[src/rtl/player_state_tx.sv]
// player_state_tx: snapshots the local player state and streams it as a 7-byte frame
// (header, 5 payload bytes, XOR checksum) of LSB-first dibits, on request or periodically.
module player_state_tx #(
    parameter int unsigned PERIOD = 833334,
    parameter int unsigned IFG    = 12,
    parameter logic [7:0]  HEADER = 8'hA5
) (
    input  logic        clk,
    input  logic        rst,
    input  logic        send_in,
    input  logic [10:0] player_x_in,
    input  logic [10:0] player_y_in,
    input  logic [8:0]  player_dir_in,
    input  logic [2:0]  game_status_in,
    output logic        axiov,
    output logic [1:0]  axiod,
    output logic        busy_out,
    output logic        frame_done_out
);

    localparam int unsigned      CNT_W      = (PERIOD > 1) ? $clog2(PERIOD) : 1;
    localparam int unsigned      GAP_W      = (IFG > 1) ? $clog2(IFG) : 1;
    localparam logic [CNT_W-1:0] CNT_LAST   = (PERIOD > 0) ? CNT_W'(PERIOD - 1) : '0;
    localparam logic [GAP_W-1:0] GAP_LAST   = (IFG > 0) ? GAP_W'(IFG - 1) : '0;
    localparam logic [4:0]       LAST_DIBIT = 5'd27;

    typedef enum logic [1:0] {
        ST_IDLE,
        ST_SEND,
        ST_GAP
    } state_e;

    state_e           state_q, state_d;
    logic [CNT_W-1:0] cnt_q, cnt_d;
    logic [GAP_W-1:0] gap_q, gap_d;
    logic [4:0]       idx_q, idx_d;
    logic             pending_q, pending_d;
    logic             frame_done_q, frame_done_d;
    logic [39:0]      payload_q, payload_d;

    logic       tick;
    logic       trigger;
    logic       start_frame;
    logic [7:0] checksum;
    logic [7:0] cur_byte;
    logic [1:0] dibit;

    // Free-running period counter; it keeps counting while a frame is in flight.
    always_comb begin
        tick  = (PERIOD != 0) && (cnt_q == CNT_LAST);
        cnt_d = '0;
        if ((PERIOD != 0) && !tick) begin
            cnt_d = cnt_q + CNT_W'(1);
        end
    end

    assign trigger = send_in | tick;

    always_comb begin
        // NOTE: every signal gets a default before the case so no path leaves it unassigned (no latch).
        state_d      = state_q;
        idx_d        = idx_q;
        gap_d        = gap_q;
        pending_d    = pending_q;
        payload_d    = payload_q;
        frame_done_d = 1'b0;
        start_frame  = 1'b0;

        unique case (state_q)
            ST_IDLE: begin
                if (trigger || pending_q) start_frame = 1'b1;
            end
            ST_SEND: begin
                if (idx_q == LAST_DIBIT) begin
                    frame_done_d = 1'b1;
                    if (IFG == 0) begin
                        if (pending_q || trigger) start_frame = 1'b1;
                        else                      state_d     = ST_IDLE;
                    end else begin
                        state_d   = ST_GAP;
                        gap_d     = '0;
                        pending_d = pending_q | trigger;
                    end
                end else begin
                    idx_d     = idx_q + 5'd1;
                    pending_d = pending_q | trigger;
                end
            end
            ST_GAP: begin
                if (gap_q == GAP_LAST) begin
                    if (pending_q || trigger) start_frame = 1'b1;
                    else                      state_d     = ST_IDLE;
                end else begin
                    gap_d     = gap_q + GAP_W'(1);
                    pending_d = pending_q | trigger;
                end
            end
            default: state_d = ST_IDLE;
        endcase

        // The snapshot is taken on the same edge that enters SEND, so a deferred
        // frame carries the inputs present when it actually starts.
        if (start_frame) begin
            state_d   = ST_SEND;
            idx_d     = '0;
            pending_d = 1'b0;
            payload_d = {player_x_in, player_y_in, player_dir_in, game_status_in, 6'b0};
        end
    end

    always_comb begin
        checksum = payload_q[39:32] ^ payload_q[31:24] ^ payload_q[23:16]
                 ^ payload_q[15:8]  ^ payload_q[7:0];
        cur_byte = 8'h00;
        unique case (idx_q[4:2])
            3'd0:    cur_byte = HEADER;
            3'd1:    cur_byte = payload_q[39:32];
            3'd2:    cur_byte = payload_q[31:24];
            3'd3:    cur_byte = payload_q[23:16];
            3'd4:    cur_byte = payload_q[15:8];
            3'd5:    cur_byte = payload_q[7:0];
            3'd6:    cur_byte = checksum;
            default: cur_byte = 8'h00;
        endcase
        dibit = cur_byte[1:0];
        unique case (idx_q[1:0])
            2'd0:    dibit = cur_byte[1:0];
            2'd1:    dibit = cur_byte[3:2];
            2'd2:    dibit = cur_byte[5:4];
            default: dibit = cur_byte[7:6];
        endcase
    end

    always_ff @(posedge clk or posedge rst) begin
        if (rst) begin
            state_q      <= ST_IDLE;
            cnt_q        <= '0;
            gap_q        <= '0;
            idx_q        <= '0;
            pending_q    <= 1'b0;
            frame_done_q <= 1'b0;
            payload_q    <= '0;
        end else begin
            // NOTE: non-blocking so every flop updates from values sampled before the edge.
            state_q      <= state_d;
            cnt_q        <= cnt_d;
            gap_q        <= gap_d;
            idx_q        <= idx_d;
            pending_q    <= pending_d;
            frame_done_q <= frame_done_d;
            payload_q    <= payload_d;
        end
    end

    assign axiov          = (state_q == ST_SEND);
    assign axiod          = axiov ? dibit : 2'b00;
    assign busy_out       = (state_q != ST_IDLE);
    assign frame_done_out = frame_done_q;

endmodule

[config.mk]
export PLATFORM = sky130hd
export DESIGN_NAME = player_state_tx
export DESIGN_NICKNAME = d
export VERILOG_FILES = /design/src/rtl/player_state_tx.sv
export SDC_FILE = /design/constraint.sdc
export NUM_CORES = 1
export LEC_CHECK = 0
export CORE_UTILIZATION = 55
export DETAILED_ROUTE_END_ITERATION = 10
export PLACE_DENSITY_LB_ADDON = 0.12
export SYNTH_ARGS = -nofsm -noshare
export SYNTH_HDL_FRONTEND = slang
export SYNTH_SLANG_ARGS = --single-unit
[constraint.sdc]
create_clock -name clk -period 2.8 [get_ports clk]
set_input_delay 0.56 -clock clk [delete_from_list [all_inputs] [get_ports clk]]
set_output_delay 0.56 -clock clk [all_outputs]
set_load 0.005 [all_outputs]
==> parameters.txt <==
Parameter                              Value

Layout
  Final net count ... 443
  Share of layout cells above drive strength 1 ... 0.237
  Multi-input gate area in the final layout ... 1980 µm²
  Number of filler cells placed in the layout ... 476
  P&R area growth vs syn ... 25.7%
  Storage element area ... 1680 µm²
  Antenna cells ... 0
  Non-filler instance count after layout ... 478

Clock tree
  Cts hold-fix bufs ... 0
  CTS tree ... done
  Clock-pin slew on the worst setup and hold paths ... 0.08 ns
  Number of H-tree levels ... 3
  Worst-case clock buffer depth ... 2
  Insertion delay to the later sink of the worst-skew pair ... 0.35 ns
  Cts bufs inserted ... 9
  Root buffer selected by CTS ... sky130_fd_sc_hd__clkbuf_8
  Number of sinks on the clock net ... 67

Timing
  Share of the clock period used by the worst path ... 0.931
  Skew final ... 0.00559 ns
  Post-route minimum period ... 2.61 ns
  Final setup violation count ... 0
  RSZ-0062 raised after global routing ... no
  Hold violation count in the final report ... 0
  Timing-limited maximum frequency ... 383 MHz
  Slew at the pin with the worst max-slew slack ... 0.532 ns
  Fin Setup TNS ... 0 ns
  Max-slew violation count ... 0
  Worst rel slew slack ... 0.645

Global route
  Initial antenna violation count ... 0
  Via count of the first global-routing pass ... 2714
  Wire length of the first global-routing pass ... 13.3 mm
  Pin count of the biggest net entering global routing ... 40
  Overall overflow remaining after global route ... 0
  GR Util All Layers ... 0.241

Yosys
  Async S/R FF share, synth ... 1.00
  Post-synth top flop ... sky130_fd_sc_hd__dfrtp_1
  Synthesized instance count ... 336
  Portion of synthesized cell area occupied by the leading cell type ... 0.450
  Total number of yosys warnings ... 0
  Mean cell area of the mapped netlist ... 11.1 µm²
  Sequential element share of the synthesized area ... 0.450
  Count of flip-flops with a built-in enable after synthesis ... 0
  Ranking of synthesized cells by area ... sky130_fd_sc_hd__dfrtp_1, sky130_fd_sc_hd__mux2_2, sky130_fd_sc_hd__xnor2_1, sky130_fd_sc_hd__xor2_1, sky130_fd_sc_hd__ha_1
  Largest area contributor in the netlist ... sky130_fd_sc_hd__dfrtp_1
  Number of synthesized register bits ... 67
  Syn_nets ... 383
  Mapped cell area ... 3720 µm²
  Number of unique standard cell types used by synthesis ... 56

Place
  DP Wirelength ... 5.12 mm
  Number of buffers inserted by port buffering ... 41
  Cell total after placement ... 450
  Final Wtd Congestion ... 0.848

Worst setup path
  Category of the worst setup path capture point ... primary output
  Type of the setup path with the least slack ... flip-flop to primary output
  Delay contributed by the slowest stage of the critical path ... 0.41 ns
  Worst setup slack for register-to-register paths ... 0.56 ns
  Cell-by-cell trace of the critical path ... buf_4 > mux2_2 > a31oi_1 > o21ai_2 > nor4_4 > a211oi_2 > dlymetal6s2s_1
  Worst flop-to-flop path startpoint ... cnt_q[1]
  Terminus of the critical flop-to-flop path ... payload_q[36]
  Critical path data arrival time ... 2.05 ns
  R2R cell count ... 7
  Startpoint type of the worst setup path ... flip-flop
  Worst-path maximum fanout ... 4
  Required time of the worst setup path ... 2.24 ns
  Cell at the slowest stage of the critical path ... sky130_fd_sc_hd__dfrtp_2

Power and ir drop
  Comb pwr share ... 0.079
  Power per cell area ... 484 nW/µm²
  Static Leak ... 0.00202 µW
  Switching power total ... 477 µW
  Power share of the clock group ... 0.471
  Switch share ... 0.211
  Sequential power share ... 0.450
  Internal ... 1790 µW
  Worst-case vdd ir drop ... 0.278 mV

Floorplan
  Standard-cell rows ... 29
  Die outline area ... 7100 µm²
  Chip Width ... 84.3 µm
  Number of top-level pins ... 42
  Initial Utilization ... 0.576
  Die Span Y ... 84.3 µm
  Area of the core ... 6460 µm²

Min path
  Hold path cells ... 1
  Worst hold start ... cnt_q[7]
  Hold Path Sink ... cnt_q[7]
  Hold crit path type ... flip-flop to flip-flop

Routing
  TritonRoute pass-1 iters ... 7
  Post-route ant nets ... 0
  Initial detailed-routing violation count ... 176
  Routed len/inst ... 16.3 µm
  Via count ... 2665
  Remaining design rule violation count ... 4
  Via density ... 5.58
  Post-detailed-routing wire length ... 7.77 mm

Outcome
  Violated checks ... design-rule violations
  Run status ... finished with violations

Job
  Max_cap viols ... 0
-- worst max-delay path, delay by kind of cell, from the launching register on --
family                 cells  cell delay [ns]
buffers and inverters      2             0.30
AO/OA/AOI/OAI              3             0.49
flip-flops                 1             0.41
AND/OR/NAND/NOR            1             0.16
multiplexers               1             0.33
-- logic make-up (layout without fill, tap and decap cells) --
family / after synthesis / count (layout) / synth area share
compound gates: 46 / 46 / 0.0891
flops: 67 / 67 / 0.450
xor+xnor: 45 / 45 / 0.110
simple gates: 92 / 92 / 0.138
fa+ha+maj: 10 / 10 / 0.0336
mux: 46 / 46 / 0.142
buf+inv: 30 / 95 / 0.0380
-- cell usage in the layout, fill, tap and decap left out, types with 4 or more instances in the layout --
| cell | count |
|---|---|
| sky130_fd_sc_hd__a21oi_1 | 8 |
| sky130_fd_sc_hd__and3_1 | 6 |
| sky130_fd_sc_hd__buf_4 | 16 |
| sky130_fd_sc_hd__bufinv_16 | 4 |
| sky130_fd_sc_hd__clkbuf_8 | 9 |
| sky130_fd_sc_hd__clkdlybuf4s50_1 | 39 |
| sky130_fd_sc_hd__dfrtp_1 | 64 |
| sky130_fd_sc_hd__ha_1 | 7 |
| sky130_fd_sc_hd__inv_1 | 15 |
| sky130_fd_sc_hd__mux2_2 | 33 |
| sky130_fd_sc_hd__mux2_4 | 5 |
| sky130_fd_sc_hd__mux2i_1 | 7 |
| sky130_fd_sc_hd__nand2_1 | 15 |
| sky130_fd_sc_hd__nand3_1 | 9 |
| sky130_fd_sc_hd__nand3b_1 | 5 |
| sky130_fd_sc_hd__nand4_1 | 4 |
| sky130_fd_sc_hd__nor2_1 | 27 |
| sky130_fd_sc_hd__o21ai_0 | 4 |
| sky130_fd_sc_hd__o22ai_1 | 4 |
| sky130_fd_sc_hd__xnor2_1 | 25 |
| sky130_fd_sc_hd__xor2_1 | 19 |
-- worst max path at each step --
| stage | start | slack [ns] | end |
|---|---|---|---|
| 2_1_floorplan | rst | 0.56 | cnt_q[0] |
| 3_3_place_gp | idx_q[2] | 0.26 | axiod[1] |
| 3_5_place_dp | idx_q[2] | 0.18 | axiod[1] |
| 6_report | idx_q[2] | 0.19 | axiod[1] |
| 5_1_grt | idx_q[2] | 0.14 | axiod[1] |
| 4_1_cts | payload_q[30] | 0.007 | axiod[0] |
-- power groups by stage --
stage / registers, µW / logic [µW] / clock network [µW]
2_1_floorplan: 1030 / 103 / 0
4_1_cts: 1020 / 178 / 1080
5_1_grt: 1020 / 198 / 1120
3_5_place_dp: 1040 / 176 / 0
6_report: 1020 / 178 / 1070
3_3_place_gp: 1040 / 174 / 0
-- state kept, by name, summed over array words and instances (netlist names) --
name,flops
payload_q,34
cnt_q,20
idx_q,5
gap_q,4
state_q,2
frame_done_out,1
pending_q,1
-- stage by stage --
| stage | total power, µW | cell area (µm²) | util | hold slack, ns | setup WS (ns) |
|---|---|---|---|---|---|
| 4_1_cts | 2280 | 4600 | 0.712 | 0.499 | 0.00682 |
| 3_3_place_gp | 1210 | 4230 | 0.655 | 0.481 | 0.263 |
| 5_1_grt | 2340 | 4680 | 0.724 | 0.527 | 0.143 |
| 6_report | 2270 | 4680 | 0.724 | 0.499 | 0.192 |
| 2_1_floorplan | 1130 | 3720 | - | 0.449 | 0.557 |
| 3_5_place_dp | 1210 | 4230 | 0.655 | 0.488 | 0.176 |
-- synthesized netlist by cell type (2+ instances only) --
cell,number
sky130_fd_sc_hd__dfrtp_1,67
sky130_fd_sc_hd__mux2_2,33
sky130_fd_sc_hd__nor2_1,27
sky130_fd_sc_hd__xnor2_1,25
sky130_fd_sc_hd__xor2_1,19
sky130_fd_sc_hd__inv_1,17
sky130_fd_sc_hd__nand2_1,15
sky130_fd_sc_hd__ha_1,10
sky130_fd_sc_hd__nand3_1,9
sky130_fd_sc_hd__a21oi_1,8
sky130_fd_sc_hd__mux2i_1,8
sky130_fd_sc_hd__and3_1,6
sky130_fd_sc_hd__o21ai_0,6
sky130_fd_sc_hd__clkbuf_1,5
sky130_fd_sc_hd__mux2_4,5
sky130_fd_sc_hd__nand3b_1,5
sky130_fd_sc_hd__nor2b_1,5
sky130_fd_sc_hd__nand4_1,4
sky130_fd_sc_hd__o22ai_1,4
sky130_fd_sc_hd__a211oi_1,3
sky130_fd_sc_hd__a22o_1,3
sky130_fd_sc_hd__a31oi_1,3
sky130_fd_sc_hd__and3b_1,3
sky130_fd_sc_hd__nand2b_1,3
sky130_fd_sc_hd__o31ai_1,3
sky130_fd_sc_hd__a221o_1,2
sky130_fd_sc_hd__a222oi_1,2
sky130_fd_sc_hd__a22oi_1,2
sky130_fd_sc_hd__buf_1,2
sky130_fd_sc_hd__buf_2,2
sky130_fd_sc_hd__buf_4,2
sky130_fd_sc_hd__nor3_1,2
sky130_fd_sc_hd__nor3b_1,2
sky130_fd_sc_hd__nor4b_1,2
-- cell type report --
cell class / count / area share
multi-input combinational: 239 / 0.423
sequential: 67 / 0.359
timing repair buffer: 62 / 0.127
clock inverter: 7 / 0.0300
clock buffer: 9 / 0.0265
tap: 77 / 0.0206
inverter: 17 / 0.0136
-- layer usage --
metal | GRT usage | part of all wire | vias to the layer above
met2 | 0.349 | 0.44 | 62
met5 | 0 | 0 | -
met1 | 0.356 | 0.50 | 1294
met4 | 0.107 | 0.021 | 0
met3 | 0.0393 | 0.035 | 14
li1 | - | - | 1295
-- repair_timing --
action	4_1_cts	5_1_grt
setup buffers	8	4
pin swaps	2	4
endpoints found under the setup margin	2	2
endpoints found under the hold margin	0	0
gates resized for setup	15	12
Power figures use the tool's default switching activity.
